[src/rtl/mux_pkg.sv]
//------------------------------------------------------------------------------
// Module : mux_pkg
// Brief  : Shared FSM state encoding and mode constants for the scan mux.
// Rev    : 1.0
//------------------------------------------------------------------------------
`default_nettype none

package mux_pkg;

    typedef enum logic [0:0] {
        ST_IDLE = 1'b0,
        ST_SCAN = 1'b1
    } state_t;

    localparam logic MODE_MANUAL = 1'b0;
    localparam logic MODE_SCAN   = 1'b1;

endpackage

`default_nettype wire

[src/rtl/rr_next_ch.sv]
//------------------------------------------------------------------------------
// Module : rr_next_ch
// Brief  : Finds the next enabled channel strictly above i_cur, wrapping past
//          NUM_CH-1 to 0 (i_cur itself is the last candidate).
// Rev    : 1.0
//------------------------------------------------------------------------------
`default_nettype none

module rr_next_ch #(
    parameter int NUM_CH = 4
) (
    input  logic [NUM_CH-1:0]         i_mask,
    input  logic [$clog2(NUM_CH)-1:0] i_cur,
    output logic [$clog2(NUM_CH)-1:0] o_next
);

    localparam int SEL_W = $clog2(NUM_CH);

    logic [SEL_W-1:0] w_idx;

    // Walk from the farthest offset down so the nearest enabled hit wins.
    always_comb begin
        o_next = i_cur;
        w_idx  = '0;
        for (int i = NUM_CH; i >= 1; i--) begin
            w_idx = SEL_W'((int'(i_cur) + i) % NUM_CH);
            if (i_mask[w_idx]) begin
                o_next = w_idx;
            end
        end
    end

endmodule

`default_nettype wire

[src/rtl/mux_nx1_scan.sv]
//------------------------------------------------------------------------------
// Module : mux_nx1_scan
// Brief  : N:1 registered mux with manual select and auto-scan over an
//          enabled-channel mask, sampling each channel after DWELL cycles.
// Rev    : 1.0
//------------------------------------------------------------------------------
`default_nettype none

module mux_nx1_scan #(
    parameter  int WIDTH  = 8,
    parameter  int NUM_CH = 4,
    parameter  int DWELL  = 4,
    localparam int SEL_W  = $clog2(NUM_CH)
) (
    input  logic                    clk,
    input  logic                    rst_n,
    input  logic [NUM_CH*WIDTH-1:0] din,
    input  logic                    mode,
    input  logic [SEL_W-1:0]        sel,
    input  logic [NUM_CH-1:0]       ch_en,
    input  logic                    start,
    output logic [WIDTH-1:0]        dout,
    output logic [SEL_W-1:0]        ch_idx,
    output logic                    dout_valid,
    output logic                    busy
);

    import mux_pkg::*;

    localparam int              DW_W         = $clog2(DWELL + 1);
    localparam logic [DW_W-1:0] c_dwell_last = DW_W'(DWELL - 1);

    state_t           r_state, w_state_nxt;
    logic [SEL_W-1:0] r_cur, w_cur_nxt;
    logic [SEL_W-1:0] r_ch_idx, w_ch_idx_nxt;
    logic [DW_W-1:0]  r_dwell_cnt, w_dwell_nxt;
    logic [WIDTH-1:0] r_dout, w_dout_nxt;
    logic             r_valid, w_valid_nxt;
    logic             r_busy;

    logic [SEL_W-1:0] w_next_en, w_first_en, w_man_idx;
    logic [WIDTH-1:0] w_din_cur, w_man_dout;
    logic             w_sel_ok, w_any_en;

    assign w_sel_ok   = int'(sel) < NUM_CH;
    assign w_any_en   = |ch_en;
    assign w_din_cur  = din[int'(r_cur) * WIDTH +: WIDTH];
    assign w_man_dout = w_sel_ok ? din[int'(sel) * WIDTH +: WIDTH] : '0;
    assign w_man_idx  = w_sel_ok ? sel : r_ch_idx;

    rr_next_ch #(.NUM_CH(NUM_CH)) u_next_en (
        .i_mask (ch_en),
        .i_cur  (r_cur),
        .o_next (w_next_en)
    );

    // Searching "above NUM_CH-1" with wrap yields the lowest enabled index.
    rr_next_ch #(.NUM_CH(NUM_CH)) u_first_en (
        .i_mask (ch_en),
        .i_cur  (SEL_W'(NUM_CH - 1)),
        .o_next (w_first_en)
    );

    always_comb begin
        w_state_nxt  = r_state;
        w_cur_nxt    = r_cur;
        w_dwell_nxt  = r_dwell_cnt;
        w_dout_nxt   = r_dout;
        w_ch_idx_nxt = r_ch_idx;
        w_valid_nxt  = 1'b0;

        if (mode == MODE_MANUAL) begin
            w_state_nxt  = ST_IDLE;
            w_dout_nxt   = w_man_dout;
            w_ch_idx_nxt = w_man_idx;
            w_valid_nxt  = w_sel_ok;
        end else begin
            case (r_state)
                ST_IDLE: begin
                    if (start && w_any_en) begin
                        w_state_nxt = ST_SCAN;
                        w_cur_nxt   = w_first_en;
                        w_dwell_nxt = '0;
                    end
                end
                ST_SCAN: begin
                    if (!w_any_en) begin
                        w_state_nxt = ST_IDLE;
                    end else if (!ch_en[r_cur]) begin
                        // Current channel dropped out: skip it without sampling.
                        w_cur_nxt   = w_next_en;
                        w_dwell_nxt = '0;
                    end else if (r_dwell_cnt == c_dwell_last) begin
                        w_dout_nxt   = w_din_cur;
                        w_ch_idx_nxt = r_cur;
                        w_valid_nxt  = 1'b1;
                        w_cur_nxt    = w_next_en;
                        w_dwell_nxt  = '0;
                    end else begin
                        w_dwell_nxt = r_dwell_cnt + DW_W'(1);
                    end
                end
                default: w_state_nxt = ST_IDLE;
            endcase
        end
    end

    always_ff @(posedge clk or negedge rst_n) begin
        if (!rst_n) begin
            r_state     <= ST_IDLE;
            r_cur       <= '0;
            r_dwell_cnt <= '0;
            r_dout      <= '0;
            r_ch_idx    <= '0;
            r_valid     <= 1'b0;
            r_busy      <= 1'b0;
        end else begin
            r_state     <= w_state_nxt;
            r_cur       <= w_cur_nxt;
            r_dwell_cnt <= w_dwell_nxt;
            r_dout      <= w_dout_nxt;
            r_ch_idx    <= w_ch_idx_nxt;
            r_valid     <= w_valid_nxt;
            r_busy      <= (w_state_nxt == ST_SCAN);
        end
    end

    assign dout       = r_dout;
    assign ch_idx     = r_ch_idx;
    assign dout_valid = r_valid;
    assign busy       = r_busy;

endmodule

`default_nettype wire

[config.mk]
export PLATFORM = sky130hd
export DESIGN_NAME = mux_nx1_scan
export DESIGN_NICKNAME = d
export VERILOG_FILES = /design/src/rtl/mux_pkg.sv /design/src/rtl/rr_next_ch.sv /design/src/rtl/mux_nx1_scan.sv
export SDC_FILE = /design/constraint.sdc
export NUM_CORES = 1
export LEC_CHECK = 0
export BUFFER_PORTS_ARGS = -buffer_cell sky130_fd_sc_hd__buf_4
export CAP_MARGIN = 30
export CORE_MARGIN = 4
export CORE_UTILIZATION = 41
export DETAILED_ROUTE_END_ITERATION = 10
export PLACE_DENSITY = 0.75
export SLEW_MARGIN = 20
export SYNTH_ARGS = -nofsm -noshare
export SYNTH_HDL_FRONTEND = slang
export SYNTH_SLANG_ARGS = --single-unit
[constraint.sdc]
create_clock -name clk -period 1.68 [get_ports clk]
set_input_delay 0.336 -clock clk [delete_from_list [all_inputs] [get_ports clk]]
set_output_delay 0.336 -clock clk [all_outputs]
set_load 0.1 [all_outputs]
### Word level (Yosys, flattened, before mapping)

Cells that the tools add are included.

| operators by class | value |
|---|---|
| add/subtract/negate cells | 5 |
| multipliers | 0 |
| divide/modulo/power cells | 0 |
| order comparisons | 5 |
| eq/ne operators | 8 |
| shift operators | 2 |
| muxes and demuxes | 46 |
| bitwise operators | 1 |
| reduce and logical (&&, ||, !) cells | 5 |

Operators with widths:

| kind | number |
|---|---|
| 32-bit by 6-bit indexed part select with 8-bit output | 2 |
| 8-bit 2-to-1 mux | 5 |
| 2-bit 2-to-1 mux | 15 |
| 2-bit by 3-bit < comparator with 1-bit output (second input constant) | 5 |
| 1-bit 2-to-1 mux | 14 |
| 3-bit 2-to-1 mux | 4 |
| 1-bit binary-select mux with 2-bit select | 5 |
| 2-bit by 1-bit inequality test with 1-bit output (second input constant) | 5 |
| 4-bit AND reduction | 2 |
| 3-bit case mux with 2 select lines | 1 |
| 2-bit by 1-bit adder with 2-bit output (second input constant) | 2 |
| 2-bit adder (second input constant) | 2 |
| 2-bit case mux with 2 select lines | 1 |
| 4-bit OR reduction | 1 |
| 3-bit by 1-bit adder with 3-bit output (second input constant) | 1 |
| 3-bit by 2-bit equality test with 1-bit output (second input constant) | 1 |
| 3-bit by 2-bit inequality test with 1-bit output (second input constant) | 1 |
| 3-bit AND reduction | 1 |
| 2-bit inequality test (second input constant) | 1 |
| 1-bit case mux with 2 select lines | 1 |
| 1-bit logical AND | 1 |
| 1-bit inverter | 1 |

| word-level totals | value |
|---|---|
| register bits after elaboration | 17 |
| latch bits | 0 |
| memory bits (writable) | 0 |
| bits in read-only memories | 0 |
| output and inout bits | 12 |
| word-level logic and storage cells | 78 |
| memories | 0 |

### Logic depth before layout (Yosys ltp)

| logic depth | value |
|---|---|
| depth in word-level cells | 11 |
| depth in mapped cells | 7 |
| depth with buffers taken out | 5 |

### Modules after synthesis

A second synthesis with hierarchy kept.

| unflattened totals | value |
|---|---|
| cell total of the unflattened synthesis | 92 |
| area total of the unflattened synthesis | 1163.6 um2 |

Modules (own cells, without submodules):

| module | instances | cells an instance | area each (um2) | seq. area each (um2) |
|---|---|---|---|---|
| mux_nx1_scan | 1 | 66 | 1013.5 | 425.4 |
| rr_next_ch | 2 | 13 | 75.1 | 0.0 |

### Worst setup path before layout

OpenSTA, ideal clock, no wires.

| timing | value |
|---|---|
| kind | register -> register |
| from | reg, netlist name busy |
| to | reg r_dout[1], in the netlist dout[1] |
| library setup time | 125 ps |
| arrival time | 2249 ps |
| data required time | 1555 ps |
| setup slack | -694 ps |
| cell stages (with the launch flop) | 6 |
| path buffers | 1 |
| cell sequence | dfrtp_1 nand2b_1 o22a_1 o31ai_2 buf_6 mux2_2 |

RTL lines:

| item | line | source |
|---|---|---|
| end signal, assigned | mux_nx1_scan.sv:121 | `r_dout <= w_dout_nxt;` |
| end, declared | mux_nx1_scan.sv:37 | `logic [WIDTH-1:0] r_dout, w_dout_nxt;` |

### Worst setup path in the final report

| timing | value |
|---|---|
| from | reg r_cur[1] |
| to | reg r_dout[1], in the netlist dout[1] |

| on the way | value |
|---|---|
| word-level cells in the longest chain between the ends | 6 |
| elaborated cells on any way between the ends | 10 |
| those cells by class | 1 x eq/ne; 1 x shift; 7 x mux; 1 x reduce/logical |

Ends and longest elaborated chain:

| item | line | source |
|---|---|---|
| start, declared | mux_nx1_scan.sv:34 | `logic [SEL_W-1:0] r_cur, w_cur_nxt;` |
| start signal, assigned | mux_nx1_scan.sv:119 | `r_cur <= w_cur_nxt;` |
| 32-bit by 6-bit indexed part select with 8-bit output | mux_nx1_scan.sv:47 | `assign w_din_cur = din[int'(r_cur) * WIDTH +: WIDTH];` |
| 8-bit 2-to-1 mux | mux_nx1_scan.sv:93 | `end else if (r_dwell_cnt == c_dwell_last) begin` |
| 8-bit 2-to-1 mux | mux_nx1_scan.sv:89 | `end else if (!ch_en[r_cur]) begin` |
| 8-bit 2-to-1 mux | mux_nx1_scan.sv:87 | `if (!w_any_en) begin` |
| 8-bit 2-to-1 mux | mux_nx1_scan.sv:78 | `case (r_state)` |
| 8-bit 2-to-1 mux | mux_nx1_scan.sv:72 | `if (mode == MODE_MANUAL) begin` |

Several ways; a longest one is shown, not always the timed one. The select of a mux whose other input is x is not followed.
A chain may end at the register's enable or synchronous reset.

==> flow_metrics.tcl <==
set metrics [dict create \
    clkSinkCount 17 \
    first_global_vias 1175 \
    powerDensity_nw_per_um2 1380 \
    worstMarginPinSlew_ns 0.285 \
    worstPathMaxFanout 5 \
    synth_edf_count 0 \
    critPathMaxStageDelay_ns 0.47 \
    tns_ns -0.321 \
    synth.net_count 138 \
    cts_tree "built" \
    layout_setup_ws_ns -0.0545 \
    startpoint_type "flop" \
    path_buf_inv 1 \
    cp.arrival_ns 1.91 \
    setup_viol_count_final 9 \
    seq_area_frac_synth 0.368 \
    ir_worst_vdd_mv 1.52 \
    drive_gt1_frac 0.594 \
    crit_chain "mux2i_1, o22a_1, o31ai_4, buf_4, mux2_4" \
    rows 18 \
    layout.nets 209 \
    crit_type "flop to flop" \
    grt-ovfl-total 0 \
    antenna_cells 0 \
    synth_top_cell_area_share 0.368 \
    dp_hpwl_um 2460 \
    ios 54 \
    portBuffers 53 \
    failed_checks "setup timing" \
    finalCritPeriodShare 1.03 \
    cts_setup_buffers 0 \
    fin_util 0.683 \
    cts_buffer_depth 2 \
    min_period_ns 1.73 \
    finalPower_mw 2.44 \
    synth-seq-cells 17 \
    startpoint "r_cur[1]$_DFFE_PN0P_" \
    firstDrtPassIters 4 \
    synth_area_um2 1160 \
    dpl.cell_count 189 \
    ys_types 36 \
    drv_slew 0 \
    grt_setup_unrepaired "true" \
    synth_top_area_cell "dfrtp_1" \
    async_flop_share 1.00 \
    slew-limit-headroom 0.810 \
    cp.required_ns 1.86 \
    max-cap-violations 0 \
    hold_viol_final 0 \
    place_congestion 0.823 \
    synth_area_per_cell_um2 12.2 \
    groute.usage.overall 0.188 \
    fmax_ghz 0.577 \
    die_w_um 61.1 \
    netlist_top_cells_count "dfrtp_1, mux2i_1, inv_1, mux4_1" \
    initial_core_util 0.446 \
    hold_path.class "input pin to asynchronous set/reset pin" \
    status "finished, violations left" \
    insertion_delay_ns 0.29 \
    grt_pass1_wl_um 5110 \
    cts_buffers 3 \
    worstReg2RegStart "r_cur[1]$_DFFE_PN0P_" \
    fin_cells 195 \
    synth_ff_type "dfrtp_1" \
    routed_wl_um 3040 \
    remaining_drc_errors 0 \
    ys_warn_count 0 \
    fin_skew_ns 0.00559 \
    die_h_um 61.1 \
    vias 1055 \
    drt-initial-drc-count 78 \
    final_antenna_net_count 0 \
    die_area_um2 3730 \
    synth_most_common_cell "dfrtp_1" \
    cts_root_buf "clkbuf_4" \
    slowest_stage "dfrtp_2" \
    wl_per_cell_um 15.6 \
    core_um2 2590 \
    syn-instance-count 95 \
    area_delta_synth_final_pct 53.0 \
    clkSlewWorstSetupHoldPaths_ns 0.10 \
    synthTopCellsByArea "dfrtp_1, mux4_1, mux4_2" \
    cellLeakagePower_nw 0.857 \
    h-tree-depth 1 \
    critical_path.top_delay_family "compound AO/OA/AOI/OAI gates" \
    antenna_found_initial 0 \
    grt_max_degree 18 \
    endpoint_kind "flop" \
    vias_per_cell 5.41 \
]
## cells in the final DEF (no fill, tap or decap), types with 2 or more instances in the layout
master,Yosys,layout
dfrtp_1,17,14
mux2i_1,6,6
o21ai_0,4,4
nand3_1,3,3
inv_1,5,5
clkbuf_4,0,3
nor2_1,4,4
a21oi_1,3,3
nand2_1,4,3
nand2b_1,3,2
dfrtp_2,0,2
buf_4,0,68
a221oi_1,2,2
nand3b_1,3,3
o22ai_1,2,2
mux4_2,3,8
mux2_4,4,7
## registers in the layout (all words and copies together) (netlist names)
name / flops
ch_idx: 2
dout: 8
dout_valid: 1
r_dwell_cnt: 3
r_cur: 2
busy: 1
## final timing paths
kind                                         endpoint  slack [ns]  cells after the start
max                               dout[1]$_DFFE_PN0P_       -0.05                      5
min                               dout[0]$_DFFE_PN0P_        0.43                      2
max reg2reg                       dout[1]$_DFFE_PN0P_       -0.05                      5
min reg2reg                r_dwell_cnt[2]$_DFFE_PN0P_        0.49                      1
max in group asynchronous        r_cur[0]$_DFFE_PN0P_        1.04                      2
min in group clk                  dout[7]$_DFFE_PN0P_        0.48                      3
## where the power goes
| group | total, mW | internal, mW | leakage [nW] | switching (mW) |
|---|---|---|---|---|
| combinational | 1.58 | 0.603 | 0.636 | 0.981 |
| sequential | 0.640 | 0.530 | 0.204 | 0.110 |
| clock | 0.212 | 0.0885 | 0.0177 | 0.124 |
## worst reg2reg max path, delay by kind of cell (launching register included)
kind                   cells  cell delay, ns
AO/OA/AOI/OAI              2            0.49
flip-flops                 1            0.47
multiplexers               2            0.46
buffers and inverters      1            0.21
## metrics by stage
step | cell area [um2] | setup slack (ns) | hold slack [ns]
2_1_floorplan | 1190 | -0.135 | 0.0404
3_3_place_gp | 1720 | -0.107 | 0.204
3_5_place_dp | 1720 | -0.150 | 0.209
4_1_cts | 1750 | -0.0457 | 0.434
5_1_grt | 1770 | -0.118 | 0.443
6_report | 1770 | -0.0545 | 0.434
## layout make-up
class | instances | area, um2
Tap cell | 30 | 37.5
Sequential cell | 17 | 432
Multi-Input combinational cell | 68 | 702
Fill cell | 190 | 821
Clock inverter | 1 | 5.00
Clock buffer | 3 | 22.5
Timing Repair Buffer | 71 | 552
Inverter | 5 | 18.8
## routing by layer
metal	part of all wire	GRT usage	vias to the layer above
li1	-	-	503
met1	0.39	0.215	500
met2	0.50	0.320	46
met3	0.091	0.0587	6
met4	0.015	0.0867	0
met5	0	0	-
## cell families (layout without fill, tap and decap cells)
group,Yosys count,in the layout,synth area share
buf+inv,10,80,0.0422
simple gates,24,24,0.119
flops,17,17,0.368
fa+ha+maj,1,1,0.0108
mux,25,25,0.348
compound gates,18,18,0.111
## repair_timing
item,4_1_cts,5_1_grt
setup endpoints to repair,11,11
hold endpoints to repair,17,0
gates cloned,0,1
resized for setup,7,3
hold buffers,1,0
(Power assumes the default switching activity.)
